--- src/rtl/lock_pkg.sv ---
// Shared definitions for the digital lock and its code sender: state encoding
// and default timing parameters.
package lock_pkg;

  typedef enum logic [2:0] {
    IDLE  = 3'd0,
    PRESS = 3'd1,
    GAP   = 3'd2,
    WAIT  = 3'd3,
    DONE  = 3'd4
  } lock_state_t;

  localparam int DEF_CODE_LEN       = 4;
  localparam int DEF_GAP_CYCLES     = 2;
  localparam int DEF_TIMEOUT_CYCLES = 16;

  function automatic int max_int(input int a, input int b);
    return (a > b) ? a : b;
  endfunction

endpackage

--- src/rtl/cycle_timer.sv ---
// Loadable saturating down-counter with a terminal-count flag, used to time
// the gaps between presses and the verdict wait window.
module cycle_timer #(
  parameter int WIDTH = 5
) (
  input  logic             clk,
  input  logic             rst,
  input  logic             load,
  input  logic [WIDTH-1:0] load_val,
  input  logic             en,
  output logic             tc
);

  logic [WIDTH-1:0] count;

  always_ff @(posedge clk) begin
    if (rst) begin
      count <= '0;
    end else if (load) begin
      count <= load_val;
    end else if (en && (count != '0)) begin
      count <= count - WIDTH'(1);
    end
  end

  assign tc = (count == '0);

endmodule

--- src/rtl/lock_code_sender.sv ---
// Replays a stored combination onto a digital lock's B0/B1 buttons and reports
// pass/fail/timeout. Define LOCK_SENDER_RETRY_EN to resend the code once after a fail.
//
//   state | meaning
//   IDLE  | waiting for start; result flags hold last outcome
//   PRESS | one-cycle button press for the current code bit
//   GAP   | idle spacing between presses (also before a retry)
//   WAIT  | waiting for the lock verdict, bounded by the timer
//   DONE  | one-cycle done pulse, then back to IDLE
module lock_code_sender
  import lock_pkg::*;
#(
  parameter int CODE_LEN       = DEF_CODE_LEN,
  parameter int GAP_CYCLES     = DEF_GAP_CYCLES,
  parameter int TIMEOUT_CYCLES = DEF_TIMEOUT_CYCLES
) (
  input  logic                mClk,
  input  logic                Reset,
  input  logic                start,
  input  logic [CODE_LEN-1:0] code,
  input  logic                correct,
  input  logic                incorrect,
  output logic                B0,
  output logic                B1,
  output logic                busy,
  output logic                done,
  output logic                pass,
  output logic                fail,
  output logic                timeout
);

  localparam int IW = $clog2(CODE_LEN + 1);
  localparam int TW = $clog2(max_int(GAP_CYCLES, TIMEOUT_CYCLES) + 1);
  localparam logic [TW-1:0] GAP_LOAD = TW'(GAP_CYCLES - 1);
  localparam logic [TW-1:0] TO_LOAD  = TW'(TIMEOUT_CYCLES);
  localparam logic [IW-1:0] IDX_TOP  = IW'(CODE_LEN - 1);

`ifdef LOCK_SENDER_RETRY_EN
  localparam bit RETRY_EN = 1'b1;
`else
  localparam bit RETRY_EN = 1'b0;
`endif

  lock_state_t         state, state_n;
  logic [IW-1:0]       idx, idx_n;
  logic [CODE_LEN-1:0] code_q;
  logic [CODE_LEN-1:0] code_shift;
  logic                retry_used;
  logic                retry_ok;
  logic                accept;
  logic                press_bit;
  logic                t_load, t_en, t_tc;
  logic [TW-1:0]       t_val;
  logic                set_pass, set_fail, set_timeout, start_retry;

  assign accept     = (state == IDLE) && start;
  assign code_shift = code_q >> idx;
  assign retry_ok   = RETRY_EN && !retry_used;

  cycle_timer #(.WIDTH(TW)) u_timer (
    .clk      (mClk),
    .rst      (Reset),
    .load     (t_load),
    .load_val (t_val),
    .en       (t_en),
    .tc       (t_tc)
  );

  always_comb begin
    state_n     = state;
    idx_n       = idx;
    press_bit   = 1'b0;
    t_load      = 1'b0;
    t_val       = GAP_LOAD;
    t_en        = 1'b0;
    set_pass    = 1'b0;
    set_fail    = 1'b0;
    set_timeout = 1'b0;
    start_retry = 1'b0;

    // A rejection during PRESS/GAP/WAIT aborts; with retry it restarts via GAP.
    if ((state == PRESS || state == GAP || state == WAIT) && incorrect) begin
      if (retry_ok) begin
        start_retry = 1'b1;
        idx_n       = IDX_TOP;
        t_load      = 1'b1;
        t_val       = GAP_LOAD;
        state_n     = GAP;
      end else begin
        set_fail = 1'b1;
        state_n  = DONE;
      end
    end else begin
      case (state)
        IDLE: begin
          if (start) begin
            idx_n     = IDX_TOP;
            press_bit = code[CODE_LEN-1];
            state_n   = PRESS;
          end
        end
        PRESS: begin
          t_load = 1'b1;
          if (idx == '0) begin
            t_val   = TO_LOAD;
            state_n = WAIT;
          end else begin
            t_val   = GAP_LOAD;
            idx_n   = idx - IW'(1);
            state_n = GAP;
          end
        end
        GAP: begin
          t_en = 1'b1;
          if (t_tc) begin
            press_bit = code_shift[0];
            state_n   = PRESS;
          end
        end
        WAIT: begin
          if (correct) begin
            set_pass = 1'b1;
            state_n  = DONE;
          end else begin
            t_en = 1'b1;
            if (t_tc) begin
              set_timeout = 1'b1;
              state_n     = DONE;
            end
          end
        end
        DONE:    state_n = IDLE;
        default: state_n = IDLE;
      endcase
    end
  end

  always_ff @(posedge mClk) begin
    if (Reset) begin
      state      <= IDLE;
      idx        <= '0;
      code_q     <= '0;
      retry_used <= 1'b0;
      B0         <= 1'b0;
      B1         <= 1'b0;
      busy       <= 1'b0;
      done       <= 1'b0;
      pass       <= 1'b0;
      fail       <= 1'b0;
      timeout    <= 1'b0;
    end else begin
      state <= state_n;
      idx   <= idx_n;
      // Outputs are registered from the next state so they line up with it.
      B1    <= (state_n == PRESS) && press_bit;
      B0    <= (state_n == PRESS) && !press_bit;
      busy  <= (state_n == PRESS) || (state_n == GAP) || (state_n == WAIT);
      done  <= (state_n == DONE);
      if (accept) begin
        code_q     <= code;
        retry_used <= 1'b0;
        pass       <= 1'b0;
        fail       <= 1'b0;
        timeout    <= 1'b0;
      end
      if (start_retry) retry_used <= 1'b1;
      if (set_pass)    pass       <= 1'b1;
      if (set_fail)    fail       <= 1'b1;
      if (set_timeout) timeout    <= 1'b1;
    end
  end

endmodule
--- config.mk ---
export PLATFORM = sky130hd
export DESIGN_NAME = lock_code_sender
export DESIGN_NICKNAME = d
export VERILOG_FILES = /design/src/rtl/lock_pkg.sv /design/src/rtl/cycle_timer.sv /design/src/rtl/lock_code_sender.sv
export SDC_FILE = /design/constraint.sdc
export NUM_CORES = 1
export LEC_CHECK = 0
export CORE_MARGIN = 2
export CORE_UTILIZATION = 28
export CTS_BUF_LIST = sky130_fd_sc_hd__clkbuf_4 sky130_fd_sc_hd__clkbuf_8
export DETAILED_ROUTE_END_ITERATION = 12
export DONT_BUFFER_PORTS = 1
export PLACE_DENSITY_LB_ADDON = 0.12
export SLEW_MARGIN = 20
export SYNTH_ARGS = -nofsm -noshare
export SYNTH_HDL_FRONTEND = slang
export SYNTH_SLANG_ARGS = --single-unit
--- constraint.sdc ---
create_clock -name mClk -period 2 [get_ports mClk]
set_input_delay 0.3 -clock mClk [delete_from_list [all_inputs] [get_ports mClk]]
set_output_delay 0.3 -clock mClk [all_outputs]
set_load 0.02 [all_outputs]
Yosys cells after proc, flatten, opt, wreduce, memory -nomap -nowiden. Index checks and enable logic that the tools add are counted.

Add/subtract/negate cells: 2. Equal/unequal tests: 9. Shift-type cells: 1. Muxes and demuxes: 36. Bitwise logic cells: 1. Reductions and logical operators: 20.

Operators with widths (count): 2-to-1 mux 5 bit (5); 2-to-1 mux 3 bit (7); 2-to-1 mux 1 bit (20); equality test 3 x 2 -> 1 bit, second input constant (4); case mux 3 bit (4 select lines) (1); nonzero test 2 bit (5); equality test 3 x 1 -> 1 bit, second input constant (2); zero test 3 bit (2); case mux 3 bit (2 select lines) (1); logical AND 1 bit (5); zero test 5 bit (1); nonzero test 5 bit (1); subtractor 5 x 1 -> 5 bit, second input constant (1); logical OR 1 bit (4); != test 2 bit, second input constant (2); case mux 1 bit (2 select lines) (2); AND reduction 4 bit (1); right shift 4 x 3 -> 1 bit (1); equality test 3 bit, second input constant (1); subtractor 3 x 1 -> 3 bit, second input constant (1); zero test 1 bit (1); inverter 1 bit (1).

Register bits: 22. Input port bits: 9. Output and inout port bits: 7. Logic and storage cells: 80.

Longest topological paths before layout.
Depth in word-level cells: 8. Mapped depth: 6.

Hierarchy. Synthesis repeated with hierarchy kept, for this count alone.

Cell total of the unflattened synthesis: 132. Area total of the unflattened synthesis: 1211.2 um^2.

By module, submodules not included: lock_code_sender (instances 1, cells an instance 95, area each 884.6 um^2, sequential area each 340.3 um^2); cycle_timer (instances 1, cells an instance 37, area each 326.6 um^2, sequential area each 100.1 um^2).

Worst setup path before layout. Ideal clock, no wire load.

Path type: register to register. Start point: reg u_timer.count[0]. End point: reg u_timer.count[4]. Arrival time: 1567 ps. Required time: 1913 ps. Slack: 346 ps. Stages on the path, launching flop included: 7. Path buffers: 0. Clock period less this slack: 1654 ps. Path through: dfxtp_1 > inv_1 > ha_1 > or4b_4 > a21bo_1 > a311o_1 > o31ai_1.

Word-level cells in the longest chain between the ends: 3. Elaborated cells between the ends (all ways): 6.

Ends and longest elaborated chain: start, declared (RTL line cycle_timer.sv:14) `logic [WIDTH-1:0] count;`; start signal, assigned (RTL line cycle_timer.sv:20) `count <= load_val;`; start signal, assigned (RTL line cycle_timer.sv:22) `count <= count - WIDTH'(1);`; subtractor 5 x 1 -> 5 bit / nonzero test 5 bit (equally long branches) (RTL line cycle_timer.sv:22, cycle_timer.sv:21); 2-to-1 mux 5 bit / logical AND 1 bit (equally long branches) (RTL line cycle_timer.sv:21) `end else if (en && (count != '0)) begin`; 2-to-1 mux 5 bit / nonzero test 2 bit (equally long branches).

Parallel ways exist; a longest one is shown, timed or not. The select of a mux whose other input is x is not followed. A chain may end at the register's enable or synchronous reset.

Worst setup path after layout.
Start point: reg u_timer.count[0]. End point: reg B0.

Word-level cells in the longest chain between the ends: 7. Elaborated cells between the ends (all ways): 12.

Ends and longest elaborated chain: zero test 5 bit (*) (RTL line cycle_timer.sv:26) `assign tc = (count == '0);`; 2-to-1 mux 3 bit (RTL line lock_code_sender.sv:126) `if (t_tc) begin`; 2-to-1 mux 3 bit (RTL line lock_code_sender.sv:121) `if (correct) begin`; case mux 3 bit (4 select lines) (RTL line lock_code_sender.sv:94) `case (state)`; 2-to-1 mux 3 bit (RTL line lock_code_sender.sv:82) `if ((state == PRESS || state == GAP || state == WAIT) && incorrect) begin`; equality test 3 x 1 -> 1 bit (RTL line lock_code_sender.sv:156) `B0 <= (state_n == PRESS) && !press_bit;`; logical AND 1 bit (*) (RTL line lock_code_sender.sv:156); end signal, assigned (RTL line lock_code_sender.sv:156); end, declared (RTL line lock_code_sender.sv:23) `output logic B0,`.

Mark *: on every way between the ends. The rest lies on a longest branch, timed or not.

==> results.md <==
- Num ports: 16
- Setup Fix Bufs, Post-CTS: 0
- Number of synthesized flops with an enable pin: 0
- Max VDD drop: 288 uV
- Top cell type's share of synthesized area: 38.4%
- Max-slew headroom: 59.4%
- Worst-Skew Late Latency: 270 ps
- GRT Util Overall: 12.8%
- Sink Count: 22
- Crit path to: B0
- Final core utilization: 32.1%
- Cell count after synthesis: 128
- Crit. End Element: flip-flop
- Min Tclk post-route: 1870 ps
- Die Height: 68.0 um
- HP Class: input port to flip-flop
- Post-synth top area cell: dfxtp_1
- Crit. Startpoint: u_timer.count[0]
- R2R depth: 6
- FF-to-FF Start: u_timer.count[0]
- Xor/xnor cell area share of the yosys netlist: 1.53%
- DRT iter0 DRCs: 38
- Pwr Density: 936 mW/mm^2
- Required @ worst endpoint: 2160 ps
- CTS tree: yes
- RSZ-0062 raised after global routing: false
- Endpoints failing hold: 0
- Vias/cell: 5.20
- CTS Root Buffer Type: clkbuf_8
- Top post-synthesis cells by count: dfxtp_1, nand2_1, nor2_1, a21oi_1, inv_1
- Drt drc: 0
- Fin. max-slew vios: 0
- Hold WS: 82.9 ps
- CTS H-tree depth: 1
- Count leader, synth: dfxtp_1
- Total CTS buffers: 3
- Nets: 145
- Hold-fix buffers at CTS: 0
- Flops & latches, synth: 22
- Remaining Overflow, GRT: 0
- Max Cap Violations: 0
- Std-Cell Rows: 23
- Mux cell area share after synthesis: 4.80%
- Clock tree buffer depth: 2
- Clock transition at path regs: 90 ps
- Finish-stage setup viols: 0
- Post-synthesis simple-gate area fraction: 31.0%
- Die Footprint: 0.00462 mm^2
- Drt wl/cell: 14.3 um
- P_leak: 0.457 nW
- Post_cts resized: 0
- Vias post-DR: 941
- Critical path class: flip-flop to flip-flop
- Share of cells above drive strength 1: 15.3%
- Avg Cell Area, Syn: 8.95 um^2
- Cell Area, Synth: 0.00115 mm^2
- DRT Wirelength: 2580 um
- Die width: 68.0 um
- DR pass1 iterations: 4
- Critical Path AT: 2020 ps
- Top cells by area in the synthesized netlist: dfxtp_1, nand2_1, a21oi_1, ha_1, nor2_1
- Initial core utilization: 28.9%
- YS warnings: 0
- Worst clock skew: 3.57 ps
- Reg2reg end: B0
- First-pass GRT wire length: 4300 um
- Syn_nets: 141
- Fmax achieved: 536 MHz
- Fillcell total: 443
- Compound-Gate Fraction of Synth Area: 15.3%
- HPWL Detailed: 1960 um
- Ant. Diodes: 0
- Synth cell types: 42
- Antenna-violating nets left: 0
- Core area: 0.00397 mm^2
- Vias in the first global route: 892
- Status: finished, final reports clean
- Pin count of the biggest net entering global routing: 22
- Port Buffers: 0
- Area added between synthesis and finish: 11.4%
- GPL Wtd Cong: 0.773
- R2R setup slack: 130 ps
- Fin Setup TNS: 0 ps
- Period utilization: 93.3%
- Initial antenna violation count: 0
- Adder-cell share of the synthesized area: 4.37%
- Crit-path max FO: 4
- Ys async rst share: 0%
- Worst Setup Start Kind: flip-flop
- Sequential area share after synthesis: 38.4%
- Largest family of logic cells by synthesized area: simple AND/OR/NAND/NOR gates
- Predominant post-synthesis flop cell: dfxtp_1
- Slew at the pin closest to its max-slew limit: 607 ps
==> registers in the layout (all words and copies together) (netlist names) <==
| signal | flops |
|---|---|
| done | 1 |
| state | 3 |
| u_timer.count | 5 |
| idx | 3 |
| timeout | 1 |
| B0 | 1 |
| busy | 1 |
| fail | 1 |
| B1 | 1 |
| pass | 1 |
| code_q | 4 |
==> critical path: stages (launching register included) <==
cell	delay, ps
dfxtp_1	330
inv_1	120
ha_1	190
nor4b_2	360
mux2_2	400
o21ai_0	260
nor4b_2	90
==> how the worst min path moves through the flow <==
| stage | to | from | slack, ps | cells past startpoint |
|---|---|---|---|---|
| 5_1_grt | code_q[0] | Reset | 70 | 1 |
| 6_report | fail | Reset | 80 | 1 |
| 2_1_floorplan | code_q[2] | code_q[2] | 430 | 2 |
| 4_1_cts | state[2] | Reset | 80 | 1 |
| 3_5_place_dp | state[2] | Reset | 370 | 1 |
| 3_3_place_gp | done | Reset | 370 | 1 |
==> cell type report <==
cell class | count | area, um^2 | share of cell area, %
Clock buffer | 3 | 41.3 | 3.24
Timing Repair Buffer | 4 | 30.0 | 2.35
Multi-Input combinational cell | 96 | 653 | 51.2
Tap cell | 50 | 62.6 | 4.90
Clock inverter | 1 | 30.0 | 2.35
Inverter | 5 | 18.8 | 1.47
Sequential cell | 22 | 440 | 34.5
==> cells in the final DEF (no fill, tap or decap), types with 2 or more instances in the layout <==
cell type | netlist | layout
a211oi_1 | 2 | 2
a21oi_1 | 11 | 11
buf_4 | 1 | 4
clkbuf_8 | 1 | 3
dfxtp_1 | 22 | 22
ha_1 | 4 | 4
inv_1 | 5 | 5
mux2_2 | 2 | 2
nand2_1 | 18 | 18
nand2b_1 | 2 | 2
nand3_1 | 2 | 2
nand3b_1 | 3 | 3
nand4_1 | 3 | 3
nor2_1 | 13 | 13
nor2b_1 | 2 | 2
nor3_1 | 3 | 3
nor3b_1 | 2 | 2
nor4b_2 | 3 | 3
nor4bb_1 | 2 | 2
o21ai_0 | 3 | 3
xor2_1 | 2 | 2
==> power by group <==
part           leakage, nW  switching (mW)  internal (mW)
Clock               0.0357           0.161          0.268
Sequential           0.180          0.0412          0.478
Combinational        0.241           0.134          0.111
Total                0.457           0.337          0.857
==> per-stage QoR <==
stage,cell area [um^2],std cells,power (mW),setup WS [ps]
2_1_floorplan,1150,128,0.727,346
3_3_place_gp,1200,177,0.771,276
3_5_place_dp,1200,177,0.775,165
4_1_cts,1280,181,1.21,156
5_1_grt,1280,181,1.27,58.0
6_report,1280,181,1.19,134
==> per-layer routing <==
layer	wire (um)	global-route usage [%]
met1	1280	17.2
met2	1160	18.9
met3	79	2.80
met4	61	6.75
met5	0	0
==> cell families (layout without fill, tap and decap cells) <==
family,after synthesis,count (layout)
XOR/XNOR,2,2
buffers and inverters,10,13
flip-flops,22,22
multiplexers,4,4
adder cells (fa/ha/maj),4,4
AND/OR/NAND/NOR,60,60
AO/OA/AOI/OAI,26,26
(Power assumes the default switching activity.)
